$ cat src/rtl/alu_pkg.sv
// Shared definitions for the ALU operand stager: op encodings, FSM states, default width.
package alu_pkg;

    localparam int ALU_WIDTH = 8;

    typedef enum logic [1:0] {
        OP_ADD = 2'd0,
        OP_SUB = 2'd1,
        OP_CMP = 2'd2,
        OP_NEG = 2'd3
    } op_e;

    typedef enum logic [2:0] {
        ST_LOAD_A = 3'd0,
        ST_LOAD_B = 3'd1,
        ST_EXEC   = 3'd2,
        ST_CAPT   = 3'd3,
        ST_RESULT = 3'd4
    } state_e;

    // Every op except ADD runs the ALU in subtract mode (NEG is 0 - x).
    function automatic logic op_subtracts(input op_e op);
        return op != OP_ADD;
    endfunction

endpackage

$ cat src/rtl/alu_result_buf.sv
// Holds one captured ALU result and offers it downstream with a valid/ready handshake.
module alu_result_buf #(
    parameter int WIDTH = 8
) (
    input  logic             clk,
    input  logic             reset,
    input  logic             flush_i,
    input  logic             capture_i,
    input  logic [WIDTH-1:0] data_i,
    input  logic             carry_i,
    input  logic             zero_i,
    input  logic             res_ready_i,
    output logic             res_valid_o,
    output logic [WIDTH-1:0] res_data_o,
    output logic             res_carry_o,
    output logic             res_zero_o
);

    logic             valid_q, valid_d;
    logic [WIDTH-1:0] data_q, data_d;
    logic             carry_q, carry_d;
    logic             zero_q, zero_d;

    always_comb begin
        // NOTE: every signal gets a default before any branch so no latch is inferred.
        valid_d = valid_q;
        data_d  = data_q;
        carry_d = carry_q;
        zero_d  = zero_q;
        if (flush_i) begin
            valid_d = 1'b0;
        end else if (capture_i) begin
            valid_d = 1'b1;
            data_d  = data_i;
            carry_d = carry_i;
            zero_d  = zero_i;
        end else if (valid_q && res_ready_i) begin
            valid_d = 1'b0;
        end
    end

    // NOTE: the result payload is reset too, because it is visible on ports and must read 0 after reset.
    always_ff @(posedge clk or negedge reset) begin
        if (!reset) begin
            // NOTE: non-blocking assignments keep every register updating from pre-edge values.
            valid_q <= 1'b0;
            data_q  <= '0;
            carry_q <= 1'b0;
            zero_q  <= 1'b0;
        end else begin
            valid_q <= valid_d;
            data_q  <= data_d;
            carry_q <= carry_d;
            zero_q  <= zero_d;
        end
    end

    assign res_valid_o = valid_q;
    assign res_data_o  = data_q;
    assign res_carry_o = carry_q;
    assign res_zero_o  = zero_q;

endmodule

$ cat src/rtl/alu_operand_stager.sv
// Two-beat operand feeder for the 8-bit ALU with a single-entry result buffer downstream.
module alu_operand_stager
    import alu_pkg::*;
#(
    parameter int WIDTH = ALU_WIDTH
) (
    input  logic             clk,
    input  logic             reset,
    input  logic             in_valid,
    output logic             in_ready,
    input  logic [WIDTH-1:0] in_data,
    input  logic [1:0]       in_op,
    input  logic             flush,
    output logic [WIDTH-1:0] areg,
    output logic [WIDTH-1:0] breg,
    output logic             doSubtract,
    output logic             assertE,
    input  logic [WIDTH-1:0] aluOut,
    input  logic             flagCarry,
    output logic             res_valid,
    input  logic             res_ready,
    output logic [WIDTH-1:0] res_data,
    output logic             res_carry,
    output logic             res_zero
);

    state_e           state_q, state_d;
    op_e              op_q, op_d;
    logic [WIDTH-1:0] areg_q, areg_d;
    logic [WIDTH-1:0] breg_q, breg_d;
    logic             do_sub_q, do_sub_d;
    logic             capture;
    op_e              in_op_e;

    assign in_op_e = op_e'(in_op);

    always_comb begin
        state_d  = state_q;
        op_d     = op_q;
        areg_d   = areg_q;
        breg_d   = breg_q;
        do_sub_d = do_sub_q;
        in_ready = 1'b0;
        assertE  = 1'b0;
        capture  = 1'b0;

        unique case (state_q)
            ST_LOAD_A: begin
                in_ready = 1'b1;
                if (in_valid) begin
                    op_d     = in_op_e;
                    do_sub_d = op_subtracts(in_op_e);
                    // NEG is a single beat: the ALU computes 0 - x.
                    if (in_op_e == OP_NEG) begin
                        areg_d  = '0;
                        breg_d  = in_data;
                        state_d = ST_EXEC;
                    end else begin
                        areg_d  = in_data;
                        state_d = ST_LOAD_B;
                    end
                end
            end
            ST_LOAD_B: begin
                in_ready = 1'b1;
                if (in_valid) begin
                    breg_d  = in_data;
                    state_d = ST_EXEC;
                end
            end
            ST_EXEC: begin
                assertE = 1'b1;
                state_d = ST_CAPT;
            end
            ST_CAPT: begin
                capture = 1'b1;
                state_d = ST_RESULT;
            end
            ST_RESULT: begin
                if (res_ready) state_d = ST_LOAD_A;
            end
            default: state_d = ST_LOAD_A;
        endcase

        // Flush overrides any beat accepted this cycle and any capture about to happen.
        if (flush) begin
            state_d  = ST_LOAD_A;
            op_d     = op_q;
            areg_d   = areg_q;
            breg_d   = breg_q;
            do_sub_d = do_sub_q;
            capture  = 1'b0;
        end
    end

    always_ff @(posedge clk or negedge reset) begin
        if (!reset) begin
            state_q  <= ST_LOAD_A;
            op_q     <= OP_ADD;
            areg_q   <= '0;
            breg_q   <= '0;
            do_sub_q <= 1'b0;
        end else begin
            state_q  <= state_d;
            op_q     <= op_d;
            areg_q   <= areg_d;
            breg_q   <= breg_d;
            do_sub_q <= do_sub_d;
        end
    end

    assign areg       = areg_q;
    assign breg       = breg_q;
    assign doSubtract = do_sub_q;

    // CMP keeps A as its result while still reporting the ALU's carry and zero.
    alu_result_buf #(.WIDTH(WIDTH)) u_result_buf (
        .clk        (clk),
        .reset      (reset),
        .flush_i    (flush),
        .capture_i  (capture),
        .data_i     ((op_q == OP_CMP) ? areg_q : aluOut),
        .carry_i    (flagCarry),
        .zero_i     (aluOut == '0),
        .res_ready_i(res_ready),
        .res_valid_o(res_valid),
        .res_data_o (res_data),
        .res_carry_o(res_carry),
        .res_zero_o (res_zero)
    );

endmodule

$ cat config.mk
export PLATFORM = sky130hd
export DESIGN_NAME = alu_operand_stager
export DESIGN_NICKNAME = d
export VERILOG_FILES = /design/src/rtl/alu_pkg.sv /design/src/rtl/alu_result_buf.sv /design/src/rtl/alu_operand_stager.sv
export SDC_FILE = /design/constraint.sdc
export NUM_CORES = 1
export LEC_CHECK = 0
export ABC_CLOCK_PERIOD_IN_PS = 1800
export BUFFER_PORTS_ARGS = -buffer_cell sky130_fd_sc_hd__buf_4
export CORE_MARGIN = 5
export CORE_UTILIZATION = 42
export CTS_BUF_LIST = sky130_fd_sc_hd__clkbuf_8
export DETAILED_ROUTE_END_ITERATION = 10
export PLACE_DENSITY = 0.7
export SYNTH_ARGS = -nofsm -noshare
export SYNTH_HDL_FRONTEND = slang
export SYNTH_SLANG_ARGS = --single-unit
export TNS_END_PERCENT = 5
$ cat constraint.sdc
create_clock -name clk -period 1.8 [get_ports clk]
set_clock_uncertainty 0.05 [all_clocks]
set_input_delay 0.27 -clock clk [delete_from_list [all_inputs] [get_ports clk]]
set_output_delay 0.27 -clock clk [all_outputs]
set_load 0.01 [all_outputs]
### After elaboration in Yosys (flattened, before gate mapping)

Index checks and enable logic that the tools add are counted.

| word-level totals | value |
|---|---|
| register bits after elaboration | 33 |
| input port bits | 24 |
| output and inout bits | 30 |
| word-level logic and storage cells | 52 |

| cells by class | value |
|---|---|
| equality and inequality tests | 12 |
| muxes and demuxes | 19 |
| bitwise gates (word level) | 1 |
| reductions and logical operators | 11 |

Operator list:

| cell | count |
|---|---|
| $mux 8 | 5 |
| $pmux 8 s2 | 1 |
| $pmux 3 s5 | 1 |
| $mux 3 | 4 |
| $ne 3x3->1 const B | 3 |
| $logic_not 8->1 | 1 |
| $mux 1 | 7 |
| $eq 3x2->1 const B | 2 |
| $ne 2x2->1 const B | 3 |
| $reduce_and 3->1 | 2 |
| $reduce_and 5->1 | 1 |
| $eq 2x2->1 const B | 2 |
| $reduce_bool 2->1 | 2 |
| $eq 3x1->1 const B | 1 |
| $eq 3x3->1 const B | 1 |
| $logic_not 3->1 | 1 |
| $reduce_bool 3->1 | 1 |
| $mux 2 | 1 |
| $reduce_and 2->1 | 1 |
| $reduce_or 2->1 | 1 |
| $logic_and 1x1->1 | 1 |
| $not 1->1 | 1 |

### Depth between registers and ports, before layout

Gate-level depths: netlist of the first run.

| depth | value |
|---|---|
| depth after elaboration | 5 |
| mapped depth | 5 |
| mapped depth without buffers | 3 |

### Cells and area by module

From an unflattened synthesis of the first run, not the netlist that was laid out.

| unflattened totals | value |
|---|---|
| cell total of the unflattened synthesis | 128 |
| area, all modules | 1,549.0 µm² |

By module, submodules not included:

| module | instances | cells an instance | area an instance (µm²) | seq. area each (µm²) |
|---|---|---|---|---|
| alu_operand_stager | 1 | 102 | 1,074.8 | 550.5 |
| alu_result_buf | 1 | 26 | 474.2 | 275.3 |

### Worst setup path before layout of the first run

Ideal clock, no wire load.

| timing | value |
|---|---|
| path kind | register to register |
| start | reg state_q[1] |
| end | reg breg_q[0], in the netlist breg[0] |
| setup time | 0.128 ns |
| arrival | 1.214 ns |
| required time | 1.622 ns |
| path slack | 0.408 ns |
| stages on the path, launching flop included | 5 |
| buffers on the path | 1 |
| clock period less this slack | 1.392 ns |
| cells stage by stage | dfrtp_1 buf_6 a211o_1 nand3_2 mux2_1 |

| on the way | value |
|---|---|
| longest elaborated chain between the ends | 3 |
| elaborated cells on any way between the ends | 8 |
| those cells by class | 4 x eq/ne; 1 x mux; 3 x reduce/logical |

RTL lines:

| element | line | RTL |
|---|---|---|
| from (decl) | alu_operand_stager.sv:27 | `state_e state_q, state_d;` |
| from (signal assigned) | alu_operand_stager.sv:104 | `state_q <= state_d;` |
| $eq 3x1->1 / $logic_not 3->1 (equally long branches) | alu_operand_stager.sv:47 | `unique case (state_q)` |
| $ne 2x2->1 (no line) / $reduce_bool 2->1 (equally long branches) | n/a |  |
| $reduce_and 5->1 (no line) | n/a |  |
| to (signal assigned) | alu_operand_stager.sv:107 | `breg_q <= breg_d;` |
| to (decl) | alu_operand_stager.sv:30 | `logic [WIDTH-1:0] breg_q, breg_d;` |

Parallel ways exist; a longest one is shown, timed or not.
A chain may end at the register's enable or synchronous reset.

### Worst setup path in the final report of the first run

| timing | value |
|---|---|
| start | reg state_q[1] |
| end | reg areg_q[1], in the netlist areg[1] |

| on the way | value |
|---|---|
| longest elaborated chain between the ends | 2 |

RTL lines:

| element | line | RTL |
|---|---|---|
| $logic_not 3->1 | alu_operand_stager.sv:47 |  |
| $reduce_and 3->1 (no line) | n/a |  |
| to (signal assigned) | alu_operand_stager.sv:106 | `areg_q <= areg_d;` |
| to (decl) | alu_operand_stager.sv:29 | `logic [WIDTH-1:0] areg_q, areg_d;` |

No other way between the ends.

==> metrics, run 1 <==
Setup-failing EPs final=0; Die X-Extent=69.3 um; total congestion overflow=0; worst skew pair latency=0.27 ns; antenna cells=0; largest cells by area after synthesis=dfrtp_1 (56%), mux2i_1 (12%), mux2_1 (6.1%); DIE AREA=0.00480 mm^2; final setup margin=0.297 ns; first-pass GRT wire length=5610 um; largest family of logic cells by synthesized area=multiplexers; Rows=21; combinational power share=0.328; Synth area leader=dfrtp_1; Startpoint Class=register; CP arrival=1.64 ns; core area=0.00336 mm^2; Yosys warning total=0; IO Count=54; final design area excluding fillers=0.00202 mm^2; H-tree levels=2; Max Cap Violations=0; slowest cell delay on critical path=0.48 ns; Placer Congestion=0.799; gr usage total=0.142; Gate Count Post-Synth=128; P_leak=1.08 nW; Placed Cells=224; Net Switching=772 uW; CP max-delay cell=dfrtp_1; Compound-Gate Fraction of Synth Area=0.0551; initial antenna violation count=0; DIE HEIGHT=69.3 um; Routed WL=3260 um; internal power=1.78 mW; mux cell area share after synthesis=0.204; setup TNS=0 ns; worst hold slack=0.145 ns; sequential share of the synthesized area=0.559; drt first pass iters=4; fin cells=233; Req. time, crit path=1.94 ns; Worst-path clk slew=0.06 ns; PD cells=1260 mW/mm^2; Final Slew Violations=0; crit path time final=1.50 ns; DRC viols=0; max frequency=665 MHz; Synth top area share=0.559; Via density=4.78; Hold WC Path Type=in2reg; run status=finished, final reports clean; Port-buffer cells=53; Final ANT Viol Nets=0; Vias=1114; CTS Buffer Depth=2; CTS buffer count=5; switching share of power=0.303; root buffer cell=clkbuf_8; VDD IR max=0.605 mV; Syn-to-layout area delta=36.9%; Critical Path Fanout Max=9; vias in the first global route=1243; synthesized area=0.00148 mm^2; Final Power=2.55 mW; final core utilization=0.601; WL per Instance=14.0 um; post-synthesis xor/xnor area fraction=0; layout cell share with drive strength beyond 1=0.374; CP Capture Type=register; CTS tree=done; worst relative slew slack=0.680; synthesized area per cell=11.5 um^2; Synth Area in Adders=0; Distinct cells, synth=28; post-synth net total=152; Place WS=0.301 ns; simple-gate share of the synthesized area=0.128; post-synthesis register bit count=33; Starting Density=0.439; Reg power frac=0.439; largest net degree at the start of global routing=34; Initial DRC Count=26; Slew @ Worst Pin=0.480 ns; Final period util=0.835; Cell Chain, Critical Path=nor2_2 > nand3_1 > buf_4 > mux2i_1; Final Hold Fails=0; Clock power frac=0.233; CTS Sinks=33; Final #Nets=210; DP HPWL=2540 um; Cell Area, Placed=0.00191 mm^2; RSZ-0062 raised after global routing=no; critical path class=reg2reg
==> placed cells by master (no fill, tap or decap), types with 3 or more instances in the layout <==
master	netlist	final
inv_1	10	10
clkbuf_8	0	7
a21oi_1	10	10
dfrtp_1	33	33
nor2_1	12	12
nand2_1	10	10
mux2i_1	17	17
nand3_1	3	3
buf_4	0	55
mux2_1	8	8
==> cell usage after synthesis <==
| cell | instances |
|---|---|
| nand3b_1 | 2 |
| mux2_4 | 2 |
| mux2_1 | 8 |
| inv_1 | 10 |
| nor3b_1 | 1 |
| buf_6 | 2 |
| a211o_1 | 1 |
| nor4_1 | 2 |
| or2_1 | 1 |
| dfrtp_1 | 33 |
| o21ai_1 | 1 |
| clkbuf_2 | 1 |
| mux2_2 | 1 |
| mux2i_1 | 17 |
| a2111oi_0 | 1 |
| nand2b_1 | 1 |
| nor2b_2 | 1 |
| nand3_1 | 3 |
| buf_2 | 2 |
| inv_2 | 1 |
| nand2_1 | 10 |
| a311oi_1 | 1 |
| nand3_2 | 1 |
| and4bb_1 | 1 |
| nor2_1 | 12 |
| a21oi_1 | 10 |
| or3_1 | 1 |
| nor2_2 | 1 |
==> worst max-delay path, delay by kind of cell, from the launching register on <==
kind	cells	cell delay [ns]
muxes	1	0.17
DFF	1	0.48
buffers and inverters	1	0.26
and+or+nand+nor	2	0.45
==> power groups by stage <==
| stage | Sequential, mW | Combinational, mW | Clock (mW) |
|---|---|---|---|
| CTS | 1.12 | 0.856 | 0.616 |
| global placement | 1.11 | 0.835 | 0 |
| detailed placement | 1.13 | 0.850 | 0 |
| floorplan | 1.20 | 0.308 | 0 |
| global route | 1.15 | 0.925 | 0.640 |
| finish | 1.12 | 0.837 | 0.594 |
==> cells by family (layout without fill, tap and decap cells) <==
kind of cell / after synthesis / after routing
AO/OA/AOI/OAI: 14 / 14
buffers and inverters: 16 / 75
flip-flops: 33 / 33
multiplexers: 28 / 28
AND/OR/NAND/NOR: 37 / 37
==> per-layer routing <==
metal	routed length, um	global-route usage
met1	1450	0.172
met2	1610	0.242
met5	0	0
met4	33	0.0456
met3	170	0.0406
==> registers in the layout (all words and copies together) (netlist names) <==
name                      cells
doSubtract                    1
u_result_buf.res_zero_o       1
u_result_buf.res_carry_o      1
breg                          8
op_q                          2
state_q                       3
u_result_buf.res_valid_o      1
u_result_buf.res_data_o       8
areg                          8
==> path summary, 6_finish.rpt <==
| path | startpoint | end | slack [ns] | cells past startpoint |
|---|---|---|---|---|
| worst min-delay path | flush | state_q[2] | 0.15 | 2 |
| worst max register to register | state_q[1] | areg[1] | 0.30 | 4 |
| worst min register to register | breg[0] | breg[0] | 0.45 | 1 |
| max in group asynchronous | reset | u_result_buf.res_carry_o | 0.98 | 2 |
| worst max-delay path | state_q[1] | areg[1] | 0.30 | 4 |
| min in group asynchronous | reset | doSubtract | 0.41 | 2 |
==> cell type report <==
| class | count | area (um^2) |
|---|---|---|
| clock buffers | 7 | 96.3 |
| clock inverters | 1 | 5.00 |
| fillers | 307 | 1340 |
| inverters | 11 | 41.3 |
| multi-input cells | 79 | 572 |
| flip-flops and latches | 33 | 826 |
| well taps | 46 | 57.6 |
| repair buffers | 56 | 423 |
==> timing repair <==
action	in CTS	in global routing
hold buffers	1	0
setup buffers	0	0
resized for setup	0	0
endpoints found under the setup margin	0	0
endpoints found under the hold margin	33	0
Power figures use the tool's default switching activity.
==> run 2: changes to the inputs <==
--- a/config.mk
+++ b/config.mk
@@ -5,7 +5,7 @@
 export SDC_FILE = /design/constraint.sdc
 export NUM_CORES = 1
 export LEC_CHECK = 0
-export ABC_CLOCK_PERIOD_IN_PS = 1800
+export ABC_CLOCK_PERIOD_IN_PS = 1550
 export BUFFER_PORTS_ARGS = -buffer_cell sky130_fd_sc_hd__buf_4
 export CORE_MARGIN = 5
 export CORE_UTILIZATION = 42
==> constraint.sdc (replaced) <==
create_clock -name clk -period 1.55 [get_ports clk]
set_clock_uncertainty 0.05 [all_clocks]
set_input_delay 0.2325 -clock clk [delete_from_list [all_inputs] [get_ports clk]]
set_output_delay 0.2325 -clock clk [all_outputs]
set_load 0.01 [all_outputs]
==> run 2 against run 1 <==
Against the previous run:
- sequential cell count is the same
- worst setup slack got worse by 0.21 ns
- fmax is 2.7% higher
- cell area rose by 0.62%
- critical path depth is the same
- critical path type unchanged
==> metrics, run 2 (synthesis gave the netlist of run 1 again) <==
Final Hold Fails=0 (unchanged); Final Power=2.91 mW (+14%); Final Slew Violations=0 (unchanged); internal power=2.02 mW (+14%); CTS tree=done; r2r startpoint=state_q[2]; Clock power frac=0.216 (-0.017); vias in the first global route=1205 (-3.1%); run status=finished, final reports clean; combinational power share=0.338 (+0.010); H-tree levels=2 (unchanged); CP Capture Type=register; CTS buffer count=5 (unchanged); Final ANT Viol Nets=0 (unchanged); Req. time, crit path=1.69 ns (-0.25 ns); DIE HEIGHT=69.3 um (unchanged); worst r2r path cells=4 (unchanged); Reg power frac=0.446 (+0.007); DRC viols=0 (unchanged); Startpoint Class=register; fillcell total=320 (+4.2%); drt first pass iters=4 (unchanged); commonest non-fill, non-tap cell in the layout=buf_4; Max Cap Violations=0 (unchanged); reg-to-reg endpoint=areg[1]; first-pass GRT wire length=5590 um (-0.36%); P_leak=1.09 nW (+0.56%); RSZ-0062 raised after global routing=no; DIE AREA=0.00480 mm^2 (unchanged); storage element area=826 um^2 (unchanged); commonest cells after routing, fill and taps aside=buf_4 (57), dfrtp_1 (33), mux2i_1 (17), nor2_1 (12), inv_1 (11); CTS Buffer Depth=2 (unchanged); Starting Density=0.439 (unchanged); Setup-failing EPs final=0 (unchanged); max frequency=683 MHz (+2.7%); Slew @ Worst Pin=0.408 ns (-0.0723 ns); worst skew pair latency=0.28 ns (about the same); Vias=1108 (-0.54%); Routed WL=3170 um (-3.0%); worst relative slew slack=0.728 (+0.0482); gr usage total=0.143 (+0.00161); DP HPWL=2520 um (-0.80%); Worst-path clk slew=0.06 ns (about the same); Initial DRC Count=35 (+35%); Critical Path Fanout Max=8 (-1); total congestion overflow=0 (unchanged); Rows=21 (unchanged); switching share of power=0.305 (+0.00217); root buffer cell=clkbuf_8; r2r setup slk=0.09 ns (-0.21 ns); Syn-to-layout area delta=37.7%; Final period util=0.944 (+0.109); hold path start=flush; largest net degree at the start of global routing=34 (unchanged); Via density=4.74 (-0.96%); antenna cells=0 (unchanged); Die X-Extent=69.3 um (unchanged); Port-buffer cells=53 (unchanged); critical path class=reg2reg; core area=0.00336 mm^2 (unchanged); VDD IR max=0.785 mV (+30%); Net Switching=886 uW (+15%); IO Count=54 (unchanged); Placer Congestion=0.780 (-2.4%); hold depth=2 (unchanged); PD cells=1430 mW/mm^2 (+13%); crit path time final=1.46 ns (-0.0396 ns); initial antenna violation count=0 (unchanged); WHS Endpoint=state_q[2]; Final #Nets=212 (+0.95%); Hold WC Path Type=in2reg; setup TNS=0 ns (unchanged); WL per Instance=13.5 um (-3.4%); multi-input logic area=584 um^2 (+2.2%); CTS Sinks=33 (unchanged); layout cell share with drive strength beyond 1=0.378 (+0.00333); CP arrival=1.61 ns (-0.03 ns)
## run 2: cell count changes in the layout (fill, tap and decap cells not counted), sizes merged
cell    previous run  this run
inv               11        12
buf               55        57
clkinv             1         0
clkbuf             7         6
## run 2: worst max-delay path: stages (launching register included)
cell     delay, ns
dfrtp_1       0.44
nor2_1        0.27
nand3_2       0.21
buf_4         0.23
mux2i_1       0.18
## run 2: layout make-up
type                    count  share of cell area
clock inverters             1             0.00185
repair buffers             58               0.215
inverters                  11              0.0203
multi-input cells          79               0.287
well taps                  46              0.0283
flip-flops and latches     33               0.406
clock buffers               6              0.0406
## run 2: stage by stage
step	instances	hold slack, ns	worst slack, ns	area [um^2]	util
global route	234	0.106	0.00265	2030	0.605
detailed placement	226	0.146	0.0484	1920	0.572
global placement	226	0.142	0.111	1920	0.572
CTS	234	0.0879	0.0353	2020	0.601
finish	234	0.0996	0.0867	2030	0.605
floorplan	128	-0.113	0.158	1480	-
## run 2: metal layers
metal,wire [um],GRT usage,vias to the layer above,share of wire
li1,-,-,552,-
met1,1350,0.173,519,0.43
met2,1560,0.239,33,0.49
met3,219,0.0449,4,0.069
met4,35,0.0521,0,0.011
met5,0,0,-,0
## run 2: worst max path at each step
stage | from | to | slack [ns] | cells after the start
2_1_floorplan | state_q[1] | breg[0] | 0.16 | 4
3_3_place_gp | state_q[1] | breg[1] | 0.11 | 3
3_5_place_dp | state_q[1] | areg[1] | 0.05 | 4
4_1_cts | state_q[1] | areg[1] | 0.04 | 4
5_1_grt | state_q[2] | areg[1] | 0.003 | 4
6_report | state_q[2] | areg[1] | 0.09 | 4
## run 2: power by group through the flow
stage / clock (mW) / combinational (mW) / sequential (mW)
global route: 0.697 / 1.09 / 1.34
CTS: 0.654 / 0.999 / 1.30
global placement: 0 / 0.979 / 1.30
finish: 0.627 / 0.983 / 1.30
floorplan: 0 / 0.358 / 1.39
detailed placement: 0 / 0.991 / 1.32
## run 2: repair_timing
item / CTS / global route
setup endpoints to repair: 0 / 10
hold buffers: 1 / 0
resized for setup: 0 / 2
buffers inserted: 0 / 0
hold endpoints to repair: 33 / 0
